<file path="src/rtl/lsu_pkg.sv">
// Shared types for the load/store unit: funct3 codes, FSM states, fault causes
// and the legality helpers used at request acceptance.
package lsu_pkg;

  localparam logic [2:0] F3_B  = 3'd0;
  localparam logic [2:0] F3_H  = 3'd1;
  localparam logic [2:0] F3_W  = 3'd2;
  localparam logic [2:0] F3_BU = 3'd4;
  localparam logic [2:0] F3_HU = 3'd5;

  typedef enum logic [1:0] {IDLE, REQ, WAIT, DONE} lsu_state_t;

  typedef enum logic [1:0] {MISALIGNED, ILLEGAL, TIMEOUT} fault_cause_t;

  // Per-request fields that must survive past acceptance
  typedef struct packed {
    logic       is_store;
    logic [2:0] funct3;
    logic [1:0] offset;
    logic [4:0] rd_addr;
  } req_meta_t;

  function automatic logic f3_illegal(input logic is_store, input logic [2:0] funct3);
    if (is_store) return funct3 > F3_W;
    return (funct3 == 3'd3) || (funct3 >= 3'd6);
  endfunction

  // Only meaningful for legal codes; illegal ones are rejected first
  function automatic logic f3_misaligned(input logic [2:0] funct3, input logic [1:0] offset);
    case (funct3[1:0])
      2'd1:    return offset[0];
      2'd2:    return offset != 2'd0;
      default: return 1'b0;
    endcase
  endfunction

endpackage

</file>
<file path="src/rtl/lsu_if.sv">
// Execute-side request, data-memory bus and write-back signals of the LSU.
// master = the LSU itself, slave = execute stage / memory / write-back side.
interface lsu_if #(
  parameter int XLEN = 32
);
  logic            req_valid;
  logic            req_ready;
  logic            is_store;
  logic [2:0]      funct3;
  logic [XLEN-1:0] addr;
  logic [XLEN-1:0] store_data;
  logic [4:0]      rd_addr;

  logic            mem_req_valid;
  logic            mem_req_ready;
  logic            mem_we;
  logic [XLEN-1:0] mem_addr;
  logic [XLEN-1:0] mem_wdata;
  logic [3:0]      mem_wstrb;
  logic            mem_rsp_valid;
  logic [XLEN-1:0] mem_rdata;

  logic            wb_valid;
  logic [4:0]      wb_rd;
  logic [XLEN-1:0] mem_data;
  logic            store_done;
  logic            lsu_fault;
  logic [1:0]      fault_cause;

  modport master (
    input  req_valid, is_store, funct3, addr, store_data, rd_addr,
    input  mem_req_ready, mem_rsp_valid, mem_rdata,
    output req_ready,
    output mem_req_valid, mem_we, mem_addr, mem_wdata, mem_wstrb,
    output wb_valid, wb_rd, mem_data, store_done, lsu_fault, fault_cause
  );

  modport slave (
    output req_valid, is_store, funct3, addr, store_data, rd_addr,
    output mem_req_ready, mem_rsp_valid, mem_rdata,
    input  req_ready,
    input  mem_req_valid, mem_we, mem_addr, mem_wdata, mem_wstrb,
    input  wb_valid, wb_rd, mem_data, store_done, lsu_fault, fault_cause
  );

endinterface

</file>
<file path="src/rtl/lsu_load_extend.sv">
// Load data aligner: picks byte/halfword lane by offset and sign/zero-extends.
// Purely combinational, zero latency, no flow control.
module load_extend
  import lsu_pkg::*;
#(
  parameter int XLEN = 32
) (
  input  logic [2:0]      funct3,
  input  logic [1:0]      offset,
  input  logic [XLEN-1:0] rdata,
  output logic [XLEN-1:0] result
);

  logic [7:0]  byte_v;
  logic [15:0] half_v;

  always_comb begin
    byte_v = rdata[8*offset +: 8];
    half_v = offset[1] ? rdata[31:16] : rdata[15:0];
    case (funct3)
      F3_B:    result = {{(XLEN-8){byte_v[7]}}, byte_v};
      F3_BU:   result = {{(XLEN-8){1'b0}}, byte_v};
      F3_H:    result = {{(XLEN-16){half_v[15]}}, half_v};
      F3_HU:   result = {{(XLEN-16){1'b0}}, half_v};
      default: result = rdata;
    endcase
  end

endmodule

</file>
<file path="src/rtl/lsu.sv">
// RV32I load/store unit, single outstanding bus access; load accept->wb_valid 3 cycles, store accept->store_done 2 (zero-wait).
// Backpressure: req_ready only in IDLE; bus request held stable until mem_req_ready; response wait bounded by RSP_TIMEOUT.
module lsu
  import lsu_pkg::*;
#(
  parameter int XLEN        = 32,
  parameter int RSP_TIMEOUT = 255
) (
  input logic   clk,
  input logic   rst_n,
  lsu_if.master bus
);

  localparam int CW = (RSP_TIMEOUT > 1) ? $clog2(RSP_TIMEOUT + 1) : 1;
  localparam logic [CW-1:0] TO_LAST = (RSP_TIMEOUT > 0) ? CW'(RSP_TIMEOUT - 1) : '0;

  lsu_state_t      state;
  req_meta_t       meta_q;
  logic [CW-1:0]   wait_cnt;
  logic            accept;
  logic            illegal;
  logic            misaligned;
  logic [3:0]      wstrb_d;
  logic [XLEN-1:0] wdata_d;
  logic [XLEN-1:0] ext_data;

  assign accept     = bus.req_valid && bus.req_ready;
  assign illegal    = f3_illegal(bus.is_store, bus.funct3);
  assign misaligned = f3_misaligned(bus.funct3, bus.addr[1:0]);

  always_comb begin
    wstrb_d = 4'b0000;
    wdata_d = bus.store_data;
    if (bus.is_store) begin
      case (bus.funct3[1:0])
        2'd0: begin
          wstrb_d = 4'b0001 << bus.addr[1:0];
          wdata_d = {4{bus.store_data[7:0]}};
        end
        2'd1: begin
          wstrb_d = 4'b0011 << bus.addr[1:0];
          wdata_d = {2{bus.store_data[15:0]}};
        end
        default: begin
          wstrb_d = 4'b1111;
          wdata_d = bus.store_data;
        end
      endcase
    end
  end

  // Extraction runs on the live bus word so data lands in mem_data on the capture edge
  load_extend #(.XLEN(XLEN)) u_load_extend (
    .funct3 (meta_q.funct3),
    .offset (meta_q.offset),
    .rdata  (bus.mem_rdata),
    .result (ext_data)
  );

  always_ff @(posedge clk or negedge rst_n) begin
    if (!rst_n) begin
      state             <= IDLE;
      meta_q            <= '0;
      wait_cnt          <= '0;
      bus.req_ready     <= 1'b1;
      bus.mem_req_valid <= 1'b0;
      bus.mem_we        <= 1'b0;
      bus.mem_addr      <= '0;
      bus.mem_wdata     <= '0;
      bus.mem_wstrb     <= '0;
      bus.wb_valid      <= 1'b0;
      bus.wb_rd         <= '0;
      bus.mem_data      <= '0;
      bus.store_done    <= 1'b0;
      bus.lsu_fault     <= 1'b0;
      bus.fault_cause   <= '0;
    end else begin
      bus.wb_valid   <= 1'b0;
      bus.store_done <= 1'b0;
      bus.lsu_fault  <= 1'b0;
      case (state)
        IDLE: begin
          if (accept) begin
            if (illegal) begin
              bus.lsu_fault   <= 1'b1;
              bus.fault_cause <= ILLEGAL;
            end else if (misaligned) begin
              bus.lsu_fault   <= 1'b1;
              bus.fault_cause <= MISALIGNED;
            end else begin
              meta_q            <= '{is_store: bus.is_store, funct3: bus.funct3,
                                     offset: bus.addr[1:0], rd_addr: bus.rd_addr};
              bus.mem_req_valid <= 1'b1;
              bus.mem_we        <= bus.is_store;
              bus.mem_addr      <= {bus.addr[XLEN-1:2], 2'b00};
              bus.mem_wdata     <= wdata_d;
              bus.mem_wstrb     <= wstrb_d;
              bus.req_ready     <= 1'b0;
              state             <= REQ;
            end
          end
        end
        REQ: begin
          if (bus.mem_req_ready) begin
            bus.mem_req_valid <= 1'b0;
            if (meta_q.is_store) begin
              bus.store_done <= 1'b1;
              bus.req_ready  <= 1'b1;
              state          <= IDLE;
            end else begin
              wait_cnt <= '0;
              state    <= WAIT;
            end
          end
        end
        WAIT: begin
          // A response in the final allowed cycle beats the timeout
          if (bus.mem_rsp_valid) begin
            bus.wb_valid <= 1'b1;
            bus.wb_rd    <= meta_q.rd_addr;
            bus.mem_data <= ext_data;
            state        <= DONE;
          end else if (RSP_TIMEOUT != 0 && wait_cnt == TO_LAST) begin
            bus.lsu_fault   <= 1'b1;
            bus.fault_cause <= TIMEOUT;
            bus.req_ready   <= 1'b1;
            state           <= IDLE;
          end else begin
            wait_cnt <= wait_cnt + 1'b1;
          end
        end
        DONE: begin
          bus.req_ready <= 1'b1;
          state         <= IDLE;
        end
        default: begin
          bus.req_ready <= 1'b1;
          state         <= IDLE;
        end
      endcase
    end
  end

endmodule

</file>
<file path="src/flat_wrapper.sv">
// flat-port wrapper written by rule: the top's interface ports become plain ports
module lsu_flat import lsu_pkg::*;
#(
  parameter int XLEN        = 32,
  parameter int RSP_TIMEOUT = 255
)
  (clk, rst_n, bus_req_valid, bus_is_store, bus_funct3, bus_addr, bus_store_data, bus_rd_addr, bus_mem_req_ready, bus_mem_rsp_valid, bus_mem_rdata, bus_req_ready, bus_mem_req_valid, bus_mem_we, bus_mem_addr, bus_mem_wdata, bus_mem_wstrb, bus_wb_valid, bus_wb_rd, bus_mem_data, bus_store_done, bus_lsu_fault, bus_fault_cause);
  lsu_if #(.XLEN(XLEN)) bus_i ();
  input logic clk;
  input logic rst_n;
  input wire logic [$bits(bus_i.req_valid)-1:0] bus_req_valid;
  input wire logic [$bits(bus_i.is_store)-1:0] bus_is_store;
  input wire logic [$bits(bus_i.funct3)-1:0] bus_funct3;
  input wire logic [$bits(bus_i.addr)-1:0] bus_addr;
  input wire logic [$bits(bus_i.store_data)-1:0] bus_store_data;
  input wire logic [$bits(bus_i.rd_addr)-1:0] bus_rd_addr;
  input wire logic [$bits(bus_i.mem_req_ready)-1:0] bus_mem_req_ready;
  input wire logic [$bits(bus_i.mem_rsp_valid)-1:0] bus_mem_rsp_valid;
  input wire logic [$bits(bus_i.mem_rdata)-1:0] bus_mem_rdata;
  output wire logic [$bits(bus_i.req_ready)-1:0] bus_req_ready;
  output wire logic [$bits(bus_i.mem_req_valid)-1:0] bus_mem_req_valid;
  output wire logic [$bits(bus_i.mem_we)-1:0] bus_mem_we;
  output wire logic [$bits(bus_i.mem_addr)-1:0] bus_mem_addr;
  output wire logic [$bits(bus_i.mem_wdata)-1:0] bus_mem_wdata;
  output wire logic [$bits(bus_i.mem_wstrb)-1:0] bus_mem_wstrb;
  output wire logic [$bits(bus_i.wb_valid)-1:0] bus_wb_valid;
  output wire logic [$bits(bus_i.wb_rd)-1:0] bus_wb_rd;
  output wire logic [$bits(bus_i.mem_data)-1:0] bus_mem_data;
  output wire logic [$bits(bus_i.store_done)-1:0] bus_store_done;
  output wire logic [$bits(bus_i.lsu_fault)-1:0] bus_lsu_fault;
  output wire logic [$bits(bus_i.fault_cause)-1:0] bus_fault_cause;
  assign bus_i.req_valid = bus_req_valid;
  assign bus_i.is_store = bus_is_store;
  assign bus_i.funct3 = bus_funct3;
  assign bus_i.addr = bus_addr;
  assign bus_i.store_data = bus_store_data;
  assign bus_i.rd_addr = bus_rd_addr;
  assign bus_i.mem_req_ready = bus_mem_req_ready;
  assign bus_i.mem_rsp_valid = bus_mem_rsp_valid;
  assign bus_i.mem_rdata = bus_mem_rdata;
  assign bus_req_ready = bus_i.req_ready;
  assign bus_mem_req_valid = bus_i.mem_req_valid;
  assign bus_mem_we = bus_i.mem_we;
  assign bus_mem_addr = bus_i.mem_addr;
  assign bus_mem_wdata = bus_i.mem_wdata;
  assign bus_mem_wstrb = bus_i.mem_wstrb;
  assign bus_wb_valid = bus_i.wb_valid;
  assign bus_wb_rd = bus_i.wb_rd;
  assign bus_mem_data = bus_i.mem_data;
  assign bus_store_done = bus_i.store_done;
  assign bus_lsu_fault = bus_i.lsu_fault;
  assign bus_fault_cause = bus_i.fault_cause;
  lsu #(.XLEN(XLEN), .RSP_TIMEOUT(RSP_TIMEOUT)) u_core (.clk(clk), .rst_n(rst_n), .bus(bus_i));
endmodule
</file>
<file path="config.mk">
export PLATFORM = sky130hd
export DESIGN_NAME = lsu_flat
export DESIGN_NICKNAME = d
export VERILOG_FILES = /design/src/rtl/lsu_pkg.sv /design/src/rtl/lsu_if.sv /design/src/rtl/lsu_load_extend.sv /design/src/rtl/lsu.sv /design/src/flat_wrapper.sv
export SDC_FILE = /design/constraint.sdc
export NUM_CORES = 1
export LEC_CHECK = 0
export CORE_MARGIN = 10
export CORE_UTILIZATION = 25
export CTS_BUF_LIST = sky130_fd_sc_hd__clkbuf_8 sky130_fd_sc_hd__clkbuf_16
export DETAILED_ROUTE_END_ITERATION = 7
export SETUP_SLACK_MARGIN = 0.1
export SKIP_CTS_REPAIR_TIMING = 1
export SLEW_MARGIN = 20
export SYNTH_ARGS = -nofsm -noshare
export SYNTH_HDL_FRONTEND = slang
export SYNTH_SLANG_ARGS = --single-unit
export TNS_END_PERCENT = 5
</file>
<file path="constraint.sdc">
create_clock -name clk -period 5.47 [get_ports clk]
set_clock_uncertainty 0.15 [all_clocks]
set_input_delay 0.547 -clock clk [delete_from_list [all_inputs] [get_ports clk]]
set_output_delay 0.547 -clock clk [all_outputs]
set_load 0.05 [all_outputs]
</file>
==> out/metrics.yaml <==
run_status:
  status: "complete, no violations"
cts:
  clockBufferDepth: 2
  root_buffer: "clkbuf_16"
  cts_buffers: 17
  path_clk_slew_ps: 70
  cts-htree-levels: 4
  cts.sinks: 131
  worstSkewPairLatency_ps: 410
  tritoncts: "built"
grt:
  grt_pass1_vias: 5472
  grt_max_degree: 97
  grt_pass1_wl_mm: 32.5
  antenna_found_initial: 0
  grt_overflow: 0
  track_usage_pct: 13.2
cells_and_area:
  multi_input_area_um2: 2660
  area_delta_synth_final_pct: 49.6
  final_cell_mix: "clkdlybuf4s50_1 (219), dfrtp_1 (130), mux2_2 (69), nand2_1 (59), nand3_1 (39)"
  final_util_pct: 38.2
  final_area_um2: 9310
  instances_no_fill: 1120
  drive_gt1_share_pct: 14.7
  seq_area_um2: 3280
  final_nets: 899
  layout_commonest_cell: "clkdlybuf4s50_1"
  n_antenna_cell: 0
  fillers: 2444
drt:
  wirelength_mm: 20.8
  viasPerCell: 4.59
  vias: 5139
  post-route-drc-count: 0
  final_antenna_net_count: 0
  drt_iter0_markers: 250
  drt_pass1_iterations: 4
  avgRoutedWirePerCell_um: 18.6
yosys:
  synthDistinctLibCells: 56
  synth-seq-cells: 131
  synth_edf_count: 0
  ys_seq_area_share_pct: 52.7
  muxShareOfSynthArea_pct: 18.1
  async_reset_ff_share_pct: 100
  syn_area_um2: 6230
  yosysWarnings: 0
  synth_compound_area_share_pct: 10.1
  syn_area_per_cell_um2: 10.8
  synth_top_family_by_area: "multiplexers"
  synth_cells: 574
  synth_ff_type: "dfrtp_1"
  yosys.area_share.simple_pct: 13.0
  synth_xor_area_share_pct: 0
  synth_fa_ha_area_share_pct: 1.21
placed_design:
  place_area_um2: 8720
  place_ws_ps: 1720
  dp_hpwl_mm: 15.4
  dp.cells: 1088
  port_buffers: 220
  gp_congestion: 0.756
timing:
  fin_ws_ps: 2160
  drv_slew: 0
  hold_slack_ps: 82.3
  min_period_over_period_pct: 60.6
  hold_violations: 0
  tns_ps: 0
  setup_violations: 0
  max_freq_mhz: 302
  relSlewSlack_pct: 33.9
  tightestPinTransition_ps: 985
  period_needed_ps: 3310
  rsz0062_at_grt: "false"
setup_path:
  cp.required_ps: 5610
  critical_path.slowest_cell: "and4_4"
  worst-r2r-cell-count: 4
  crit_chain: "clkdlybuf4s50_1, inv_1, ha_1, o211a_1, nor2_1, and4_4, buf_12, mux2_2"
  path_class: "input port to flip-flop"
  cp-end-kind: "flip-flop"
  startpoint_type: "input port"
  worstPathArrival_ps: 3450
  path_max_fanout: 41
  cp-endpoint: "u_core.bus.mem_addr[3]"
  r2r_end: "u_core.bus.mem_data[0]"
  max_stage_delay_ps: 700
  startpoint: "bus_funct3[1]"
  r2r_slack_ps: 2590
  reg2reg_from: "u_core.state[1]"
floorplan:
  die-width_um: 178
  start_util_pct: 25.5
  die_area_um2: 31600
  io_pins: 223
  rows: 57
  fp.dieH_um: 178
  core_um2: 24400
power_and_ir_drop:
  p_per_area_nw_per_um2: 670
  power.leakage_nw: 3.89
  vdd_drop_max_mv: 0.391
  power_mw: 6.24
flow_run:
  cap_viol_max_count: 0
hold_path:
  hp-class: "input port to async pin"
==> state kept, by name (all words and copies together) (netlist names), 4 cells and up <==
register	flops
u_core.bus.mem_addr	30
u_core.bus.mem_data	32
u_core.bus.mem_wdata	32
u_core.bus.mem_wstrb	4
u_core.bus.wb_rd	5
u_core.meta_q	11
u_core.wait_cnt	8
==> worst max-delay path: cells and delay by family <==
family / cells / cell delay [ps]
and+or+nand+nor: 2 / 850
adders and majority gates: 1 / 370
buffers and inverters: 3 / 1000
muxes: 1 / 370
AOI/OAI and AO/OA: 1 / 300
==> where the power goes <==
| group | switching [mW] | internal (mW) |
|---|---|---|
| combinational | 2.14 | 1.19 |
| sequential | 0.320 | 1.42 |
| clock | 0.477 | 0.690 |
| total | 2.94 | 3.30 |
==> Yosys cell counts, types with 2 or more instances <==
cell / instances / area, um2
nand2_1: 59 / 221
o31ai_1: 6 / 45.0
o21ai_0: 24 / 120
nor3b_1: 2 / 15.0
o22ai_1: 5 / 31.3
nor3_1: 11 / 55.1
a21o_1: 2 / 15.0
nor2_1: 20 / 75.1
or2_2: 2 / 12.5
mux2i_1: 35 / 350
nand4_1: 4 / 25.0
nand3_1: 39 / 195
and4_1: 2 / 17.5
a21oi_1: 21 / 105
buf_2: 8 / 40.0
o211ai_1: 3 / 22.5
clkbuf_1: 16 / 60.1
a2111o_1: 2 / 22.5
a22oi_1: 8 / 60.1
clkinv_1: 2 / 7.51
o21ai_1: 2 / 10.0
buf_4: 8 / 60.1
inv_1: 30 / 113
nand3b_1: 3 / 22.5
ha_1: 6 / 75.1
mux2_2: 69 / 777
a221oi_1: 2 / 17.5
and3_1: 3 / 18.8
nor2b_1: 14 / 87.6
buf_1: 3 / 11.3
o311ai_0: 2 / 17.5
or4_1: 2 / 15.0
a31oi_1: 2 / 12.5
nand2b_1: 3 / 18.8
dfrtp_1: 130 / 3250
o22a_1: 4 / 35.0
==> layer usage <==
layer,vias to the layer above,routed length [um],track usage (%)
met5,-,0,0
met4,0,148,3.09
met3,11,1810,5.78
met2,162,10000,21.5
met1,2524,8820,15.5
li1,2442,-,-
==> worst min-delay path by stage <==
| stage | depth (start not counted) | end | slack [ps] | startpoint |
|---|---|---|---|---|
| CTS | 1 | u_core.bus.mem_wdata[19] | 130 | rst_n |
| global route | 1 | u_core.bus.mem_wdata[4] | 140 | rst_n |
| global placement | 2 | u_core.bus.wb_rd[3] | 300 | u_core.meta_q[3] |
| finish | 1 | u_core.bus.mem_wdata[2] | 80 | rst_n |
| detailed placement | 2 | u_core.bus.wb_rd[4] | 300 | u_core.meta_q[4] |
| floorplan | 0 | u_core.bus.fault_cause[0] | 100 | rst_n |
==> logic make-up (layout without fill, tap and decap cells) <==
| family | count (synthesis) | in the layout |
|---|---|---|
| DFF | 131 | 131 |
| other | 1 | 2 |
| buffers and inverters | 69 | 290 |
| and+or+nand+nor | 168 | 168 |
| AOI/OAI and AO/OA | 95 | 95 |
| adders and majority gates | 6 | 6 |
| muxes | 104 | 104 |
==> cell type report <==
class	count	area share [%]
sequential	131	35.2
timing repair buffer	225	24.2
tap	324	4.35
clock inverter	14	1.67
clock buffer	18	4.72
multi-input combinational	375	28.5
inverter	33	1.33
Note: power is estimated with default switching activity, not from simulation.
